File: config.mk
export PLATFORM = sky130hd
export DESIGN_NAME = branch_resolution_unit_flat
export DESIGN_NICKNAME = d
export VERILOG_FILES = /design/src/rtl/branch_resolution_unit_if.sv /design/src/rtl/branch_resolution_unit.sv /design/src/flat_wrapper.sv
export SDC_FILE = /design/constraint.sdc
export NUM_CORES = 1
export LEC_CHECK = 0
export ABC_CLOCK_PERIOD_IN_PS = 16600
export CAP_MARGIN = 20
export CORE_ASPECT_RATIO = 1.5
export CORE_MARGIN = 10
export CORE_UTILIZATION = 50
export DETAILED_ROUTE_END_ITERATION = 16
export GPL_TIMING_DRIVEN = 0
export HOLD_SLACK_MARGIN = 0.12
export PLACE_DENSITY = 0.9
export SLEW_MARGIN = 20
export SYNTH_ARGS = -nofsm -noshare
export SYNTH_HDL_FRONTEND = slang
export SYNTH_SLANG_ARGS = --single-unit
File: constraint.sdc
create_clock -name clk -period 16.6 [get_ports clk]
set_input_delay 3.32 -clock clk [delete_from_list [all_inputs] [get_ports clk]]
set_output_delay 3.32 -clock clk [all_outputs]
set_load 0.03 [all_outputs]
File: src/rtl/branch_resolution_unit_if.sv
// Bundle between IF/BTB, the EX comparator and the branch resolution unit.
// The slave modport is the resolution unit's view; the master is everything around it.
interface branch_resolution_unit_if #(
  parameter int CNT_W = 32
);
  logic             if_valid;
  logic [31:0]      if_pc;
  logic             btb_valid;
  logic             btb_predicted_taken;
  logic [31:0]      btb_target_pc;
  logic             stall;
  logic             ex_is_branch;
  logic             ex_taken;
  logic [31:0]      ex_target;
  logic             redirect;
  logic [31:0]      redirect_pc;
  logic             flush;
  logic             update;
  logic [31:0]      update_pc;
  logic [31:0]      update_target;
  logic             mispredicted;
  logic [CNT_W-1:0] branch_count;
  logic [CNT_W-1:0] mispredict_count;

  modport slave (
    input  if_valid, if_pc, btb_valid, btb_predicted_taken, btb_target_pc,
           stall, ex_is_branch, ex_taken, ex_target,
    output redirect, redirect_pc, flush, update, update_pc, update_target,
           mispredicted, branch_count, mispredict_count
  );

  modport master (
    output if_valid, if_pc, btb_valid, btb_predicted_taken, btb_target_pc,
           stall, ex_is_branch, ex_taken, ex_target,
    input  redirect, redirect_pc, flush, update, update_pc, update_target,
           mispredicted, branch_count, mispredict_count
  );
endinterface

File: src/rtl/branch_resolution_unit.sv
// Carries BTB predictions through IF/ID and ID/EX, checks them against the EX
// outcome, redirects/flushes fetch on a mispredict and trains the BTB one edge later.
module branch_resolution_unit #(
  parameter int CNT_W = 32
) (
  input logic                    clk,
  input logic                    rst,
  branch_resolution_unit_if.slave bus
);

  logic             s1_v_q, s1_v_d;
  logic [31:0]      s1_pc_q, s1_pc_d;
  logic             s1_pt_q, s1_pt_d;
  logic [31:0]      s1_tgt_q, s1_tgt_d;
  logic             s2_v_q, s2_v_d;
  logic [31:0]      s2_pc_q, s2_pc_d;
  logic             s2_pt_q, s2_pt_d;
  logic [31:0]      s2_tgt_q, s2_tgt_d;

  logic             update_q, update_d;
  logic [31:0]      update_pc_q, update_pc_d;
  logic [31:0]      update_target_q, update_target_d;
  logic             mispredicted_q, mispredicted_d;
  logic [CNT_W-1:0] branch_count_q, branch_count_d;
  logic [CNT_W-1:0] mispredict_count_q, mispredict_count_d;

  logic             active;
  logic             mispredict;
  logic             flush_c;
  logic             resolve_branch;
  logic [31:0]      pc_plus4;
  logic [31:0]      fix_pc;

  // Resolution of the instruction sitting in EX; a stalled EX never resolves.
  always_comb begin
    pc_plus4   = s2_pc_q + 32'd4;
    active     = s2_v_q & ~bus.stall;
    mispredict = 1'b0;
    fix_pc     = pc_plus4;
    if (bus.ex_is_branch) begin
      if (s2_pt_q && !bus.ex_taken) begin
        mispredict = 1'b1;
        fix_pc     = pc_plus4;
      end else if (!s2_pt_q && bus.ex_taken) begin
        mispredict = 1'b1;
        fix_pc     = bus.ex_target;
      end else if (s2_pt_q && bus.ex_taken && (s2_tgt_q != bus.ex_target)) begin
        mispredict = 1'b1;
        fix_pc     = bus.ex_target;
      end
    end else if (s2_pt_q) begin
      mispredict = 1'b1;
      fix_pc     = pc_plus4;
    end
    flush_c        = active & mispredict;
    resolve_branch = active & bus.ex_is_branch;
  end

  always_comb begin
    s1_v_d   = s1_v_q;
    s1_pc_d  = s1_pc_q;
    s1_pt_d  = s1_pt_q;
    s1_tgt_d = s1_tgt_q;
    s2_v_d   = s2_v_q;
    s2_pc_d  = s2_pc_q;
    s2_pt_d  = s2_pt_q;
    s2_tgt_d = s2_tgt_q;
    if (flush_c) begin
      s1_v_d = 1'b0;
      s2_v_d = 1'b0;
    end else if (!bus.stall) begin
      s1_v_d   = bus.if_valid;
      s1_pc_d  = bus.if_pc;
      s1_pt_d  = bus.btb_valid & bus.btb_predicted_taken;
      s1_tgt_d = bus.btb_valid ? bus.btb_target_pc : 32'd0;
      s2_v_d   = s1_v_q;
      s2_pc_d  = s1_pc_q;
      s2_pt_d  = s1_pt_q;
      s2_tgt_d = s1_tgt_q;
    end
  end

  // BTB training and counters; alias mispredicts count but never write the BTB.
  always_comb begin
    update_d           = resolve_branch;
    update_pc_d        = update_pc_q;
    update_target_d    = update_target_q;
    mispredicted_d     = mispredicted_q;
    branch_count_d     = branch_count_q;
    mispredict_count_d = mispredict_count_q;
    if (resolve_branch) begin
      update_pc_d     = s2_pc_q;
      update_target_d = bus.ex_target;
      mispredicted_d  = mispredict;
      if (branch_count_q != {CNT_W{1'b1}})
        branch_count_d = branch_count_q + CNT_W'(1);
    end
    if (flush_c && (mispredict_count_q != {CNT_W{1'b1}}))
      mispredict_count_d = mispredict_count_q + CNT_W'(1);
  end

  always_ff @(posedge clk or posedge rst) begin
    if (rst) begin
      s1_v_q             <= 1'b0;
      s1_pc_q            <= 32'd0;
      s1_pt_q            <= 1'b0;
      s1_tgt_q           <= 32'd0;
      s2_v_q             <= 1'b0;
      s2_pc_q            <= 32'd0;
      s2_pt_q            <= 1'b0;
      s2_tgt_q           <= 32'd0;
      update_q           <= 1'b0;
      update_pc_q        <= 32'd0;
      update_target_q    <= 32'd0;
      mispredicted_q     <= 1'b0;
      branch_count_q     <= '0;
      mispredict_count_q <= '0;
    end else begin
      s1_v_q             <= s1_v_d;
      s1_pc_q            <= s1_pc_d;
      s1_pt_q            <= s1_pt_d;
      s1_tgt_q           <= s1_tgt_d;
      s2_v_q             <= s2_v_d;
      s2_pc_q            <= s2_pc_d;
      s2_pt_q            <= s2_pt_d;
      s2_tgt_q           <= s2_tgt_d;
      update_q           <= update_d;
      update_pc_q        <= update_pc_d;
      update_target_q    <= update_target_d;
      mispredicted_q     <= mispredicted_d;
      branch_count_q     <= branch_count_d;
      mispredict_count_q <= mispredict_count_d;
    end
  end

  assign bus.redirect         = flush_c;
  assign bus.redirect_pc      = flush_c ? fix_pc : 32'd0;
  assign bus.flush            = flush_c;
  assign bus.update           = update_q;
  assign bus.update_pc        = update_pc_q;
  assign bus.update_target    = update_target_q;
  assign bus.mispredicted     = mispredicted_q;
  assign bus.branch_count     = branch_count_q;
  assign bus.mispredict_count = mispredict_count_q;

endmodule

File: src/flat_wrapper.sv
// flat-port wrapper written by rule: the top's interface ports become plain ports
module branch_resolution_unit_flat 
#(
  parameter int CNT_W = 32
)
  (clk, rst, bus_if_valid, bus_if_pc, bus_btb_valid, bus_btb_predicted_taken, bus_btb_target_pc, bus_stall, bus_ex_is_branch, bus_ex_taken, bus_ex_target, bus_redirect, bus_redirect_pc, bus_flush, bus_update, bus_update_pc, bus_update_target, bus_mispredicted, bus_branch_count, bus_mispredict_count);
  branch_resolution_unit_if #(.CNT_W(CNT_W)) bus_i ();
  input logic clk;
  input logic rst;
  input wire logic [$bits(bus_i.if_valid)-1:0] bus_if_valid;
  input wire logic [$bits(bus_i.if_pc)-1:0] bus_if_pc;
  input wire logic [$bits(bus_i.btb_valid)-1:0] bus_btb_valid;
  input wire logic [$bits(bus_i.btb_predicted_taken)-1:0] bus_btb_predicted_taken;
  input wire logic [$bits(bus_i.btb_target_pc)-1:0] bus_btb_target_pc;
  input wire logic [$bits(bus_i.stall)-1:0] bus_stall;
  input wire logic [$bits(bus_i.ex_is_branch)-1:0] bus_ex_is_branch;
  input wire logic [$bits(bus_i.ex_taken)-1:0] bus_ex_taken;
  input wire logic [$bits(bus_i.ex_target)-1:0] bus_ex_target;
  output wire logic [$bits(bus_i.redirect)-1:0] bus_redirect;
  output wire logic [$bits(bus_i.redirect_pc)-1:0] bus_redirect_pc;
  output wire logic [$bits(bus_i.flush)-1:0] bus_flush;
  output wire logic [$bits(bus_i.update)-1:0] bus_update;
  output wire logic [$bits(bus_i.update_pc)-1:0] bus_update_pc;
  output wire logic [$bits(bus_i.update_target)-1:0] bus_update_target;
  output wire logic [$bits(bus_i.mispredicted)-1:0] bus_mispredicted;
  output wire logic [$bits(bus_i.branch_count)-1:0] bus_branch_count;
  output wire logic [$bits(bus_i.mispredict_count)-1:0] bus_mispredict_count;
  assign bus_i.if_valid = bus_if_valid;
  assign bus_i.if_pc = bus_if_pc;
  assign bus_i.btb_valid = bus_btb_valid;
  assign bus_i.btb_predicted_taken = bus_btb_predicted_taken;
  assign bus_i.btb_target_pc = bus_btb_target_pc;
  assign bus_i.stall = bus_stall;
  assign bus_i.ex_is_branch = bus_ex_is_branch;
  assign bus_i.ex_taken = bus_ex_taken;
  assign bus_i.ex_target = bus_ex_target;
  assign bus_redirect = bus_i.redirect;
  assign bus_redirect_pc = bus_i.redirect_pc;
  assign bus_flush = bus_i.flush;
  assign bus_update = bus_i.update;
  assign bus_update_pc = bus_i.update_pc;
  assign bus_update_target = bus_i.update_target;
  assign bus_mispredicted = bus_i.mispredicted;
  assign bus_branch_count = bus_i.branch_count;
  assign bus_mispredict_count = bus_i.mispredict_count;
  branch_resolution_unit #(.CNT_W(CNT_W)) u_core (.clk(clk), .rst(rst), .bus(bus_i));
endmodule
==> results <==
- Overall power consumption after layout is estimated at 2.24 mW.
- The number of warnings issued by yosys is 0.
- Of all cell types, the one taking the most synthesized area is sky130_fd_sc_hd__dfrtp_1.
- In this design, the stage delay of the slowest critical-path cell is 0.68 ns.
- The area of the multi-input gates is 5110 sq um.
- Prior to clock tree synthesis, the placed netlist has a worst setup slack of 6.13 ns.
- Max-cap violations in this run came to 0.
- The arrival time of data at the critical path endpoint is 7.23 ns.
- Of the total synthesized cell area, the portion taken by full adders, half adders and majority gates is 0.00314.
- The global-route usage over all layers is 0.237.
- The signal on the critical path passes through clkdlybuf4s50_1, xnor2_1, nand4_1, or4_1, or4_1, clkbuf_1, clkbuf_1, clkbuf_1, o311ai_0, a21oi_1, clkdlybuf4s50_1.
- The detail-routed via count per cell is 5.63.
- For the worst-skew pair, the clock arrives at the later sink with an insertion delay of 0.52 ns.
- The number of vias in the routed layout is 9752.
- The portion of synthesized cell area occupied by the leading cell type is 0.549.
- The mapped netlist covers 11900 sq um.
- The cell count after synthesis is 1100.
- The relative slew slack is 0.307.
- The detailed-route wire length per cell is 21.5 microns.
- The final number of hold-violating endpoints was 0.
- In the final design database the tool counted 1502 nets.
- By startpoint and endpoint, the worst setup path is classified as input pin to output port.
- After legalization and detailed placement, the total HPWL measured 29000 microns.
- The number of cells upsized or downsized after cts is 0.
- After detailed routing, the total wire length is 37300 microns.
- The number of top-level pins is 268.
- After synthesis, the largest family of logic cells by area is simple AND/OR/NAND/NOR gates.
- TritonCTS built the clock tree.
- Setup repair after global routing left no endpoint under its margin.
- The via count of the first global-routing pass is 10400.
- For this run, asynchronously set or reset flops after synthesis account for 1.00.
- The die covers 30600 sq um.
- The count of state elements after synthesis is 262.
- The sort of element at the end of the critical path is an output port.
- After routing, the total negative slack on setup checks comes to 0 ns.
- The worst voltage drop across the vdd grid is 0.119 mV.
- The portion of synthesized area spent on multiplexers is 0.0950.
- The count of antenna-violating nets left after detailed routing is 0.
- The effective utilization at floorplan is 0.505.
- In the post-synthesis netlist, the cell with the most instances is sky130_fd_sc_hd__dfrtp_1.
- The signed area change from the synthesized netlist to the final layout is 32.9%.
- The final max-slew violation count is 0.
- By area the synthesized netlist is led by sky130_fd_sc_hd__dfrtp_1 (55%), sky130_fd_sc_hd__nand2_1 (7.2%), sky130_fd_sc_hd__mux2_2 (5.8%).
- The power density normalized to cell area is 141 nW/um^2.
- For this design, the CTS-stage hold fixing added 0 buffers.
- The netlist uses 43 different library cells.
- The worst path required time is 13.28 ns.
- The ratio of cells with drive above 1 in the final layout is 0.0878.
- The clock sink count is 262.
- The first detailed-routing pass took 5 iterations.
- The worst hold path class is flop to flop.
- The xor and xnor area share after synthesis is 0.0880.
- The total setup buffers inserted after CTS is 0.
- The synthesized design contains 0 enable-type register cells.
- The weighted congestion at the end of routability-driven global placement is 0.945.
- The leakage power figure is 6.95 nW.
- The root buffer cell chosen for the clock tree is sky130_fd_sc_hd__clkbuf_16.
- By count the netlist is led by sky130_fd_sc_hd__dfrtp_1 (262), sky130_fd_sc_hd__nand2_1 (228), sky130_fd_sc_hd__xnor2_1 (67).
- The largest individual stage delay along the critical path comes from the cell sky130_fd_sc_hd__clkdlybuf4s50_1.
- Entering global routing, the biggest net connects 94 pins.
- Averaged over all synthesized cells, the footprint is 10.9 sq um.
- The most numerous cell on the critical path is sky130_fd_sc_hd__clkbuf_1.
- The flow ran to the end, and the final reports show no timing, DRC or antenna violations.
- The fill cell instance count of the final layout is 1784.
- The global-route wire length before repair is 58000 microns.
- The storage element area is 6560 sq um.
- The die is 146 microns wide.
- The die extent in y is 209 microns.
- The number of design rule violations left after detail routing is 0.
- Once layout is complete, the cells apart from fillers number 1733.
- Setup violations remaining at the end of the flow were counted as 0.
- For the final database, setup skew stands at 0.0149 ns.
- The fraction of the core area covered by cells at the end of the flow is 0.671.
- The number of clock buffers added by TritonCTS is 25.
- The dominant register cell in the synthesized netlist is sky130_fd_sc_hd__dfrtp_1.
- In this run the worst path has a maximum fanout of 10.
- The core region area is 23700 sq um.
- The top cell family by delay on the critical path is buffers and inverters.
- The compound-gate portion of the synthesized area is 0.0673.
- The number of nets handed over by synthesis was 1207.
- The fraction of the cycle the final worst path needs is 0.635.
- The category of the worst setup path launch point is an input pin.
- The number of cell rows is 69.
- The smallest clock period supported by the final layout is computed as 10.55 ns.
- The worst-margin pin slew is 1.03 ns.
- Counting along the longest clock path gives a buffer depth of 3.
- Once placement completed, the tool counted placed cells totaling 1687.
- The simple-gate area share of the yosys netlist is 0.173.
- Clock-pin slew was measured on the worst setup and hold paths at 0.06 ns.
- The detailed router finished its first iteration with 527 violations.
- The initial antenna violation count is 2.
- The maximum frequency from static timing analysis is 94.8 MHz.
- In the post-route analysis, the smallest setup slack over all paths is 6.05 ns.
- The global-route congestion overflow total is 0.
- In this run the tool buffered the top-level ports with 266 buffer cells.
- The total number of H-tree levels is 1.
- The number of buffers and inverters on the critical path is 5.
- For this run, the register share of the synthesized area comes to 0.549.
layout make-up:
type	instances	share of cell area
tap	319	0.0251
inverter	11	0.00307
buffer	62	0.0158
multi-input combinational	765	0.322
timing repair buffer	268	0.171
clock inverter	15	0.00828
sequential	262	0.413
antenna	2	0.000315
clock buffer	29	0.0416
routing by layer:
metal | vias up | GRT usage | wire length (microns)
met5 | - | 0 | 0
met4 | 0 | 0.128 | 2010
met3 | 98 | 0.0478 | 2420
met2 | 392 | 0.429 | 19600
met1 | 4821 | 0.253 | 13200
li1 | 4441 | - | -
sequential cells by signal, summed over array words and instances, names as in the netlist:
signal,count
u_core.bus.update_target,32
u_core.s2_pc_q,32
u_core.s2_tgt_q,32
u_core.s2_v_q,1
u_core.s1_v_q,1
u_core.s1_pc_q,32
u_core.bus.mispredicted,1
u_core.bus.branch_count,32
u_core.bus.update_pc,32
u_core.bus.mispredict_count,32
u_core.s1_tgt_q,32
u_core.s1_pt_q,1
u_core.bus.update,1
u_core.s2_pt_q,1
worst min-delay path: stages, from the launching register on:
cell and delay, ns:
sky130_fd_sc_hd__dfrtp_1 0.34, sky130_fd_sc_hd__nand2_1 0.05, sky130_fd_sc_hd__nand2_1 0.05
path summary, 6_finish.rpt:
check | start | end | slack (ns) | cells after the start
setup / recovery | bus_ex_target[2] | bus_redirect_pc[17] | 6.05 | 11
hold / removal | u_core.bus.update_target[4] | u_core.bus.update_target[4] | 0.47 | 2
setup reg to reg | u_core.s2_tgt_q[2] | u_core.s2_pc_q[4] | 13.20 | 8
hold reg to reg | u_core.bus.update_target[4] | u_core.bus.update_target[4] | 0.47 | 2
max in group asynchronous | rst | u_core.s2_tgt_q[28] | 12.00 | 4
min in group asynchronous | rst | u_core.bus.branch_count[21] | 3.31 | 2
where the power goes:
part | internal (mW) | switching [mW] | total [mW]
Sequential | 0.802 | 0.138 | 0.940
Clock | 0.304 | 0.253 | 0.557
Combinational | 0.316 | 0.425 | 0.740
Total | 1.42 | 0.816 | 2.24
logic make-up (layout without fill, tap and decap cells):
group	after synthesis	count (layout)
adder cells (fa/ha/maj)	3	3
flip-flops	262	262
AO/OA/AOI/OAI	106	106
AND/OR/NAND/NOR	435	435
multiplexers	101	101
buffers and inverters	73	385
other	0	2
XOR/XNOR	120	120
cells in the final DEF, fill, tap and decap left out, drive strengths merged, types with 17 or more instances in the layout:
cell type	count
nand2	228
nand3	37
nand4	35
a22o	33
xor2	53
clkbuf	71
o311ai	29
mux2	99
buf	22
clkdlybuf4s50	266
nor3	17
nor2	25
a21oi	31
dfrtp	262
and3	52
xnor2	67
per-stage QoR:
step,area [sq um],hold slack (ns)
after CTS,15900,0.478
after floorplan,11900,0.452
after global placement,15000,0.459
after global routing,15900,0.502
after detailed placement,15100,0.462
final,15900,0.473
(Power assumes the default switching activity.)
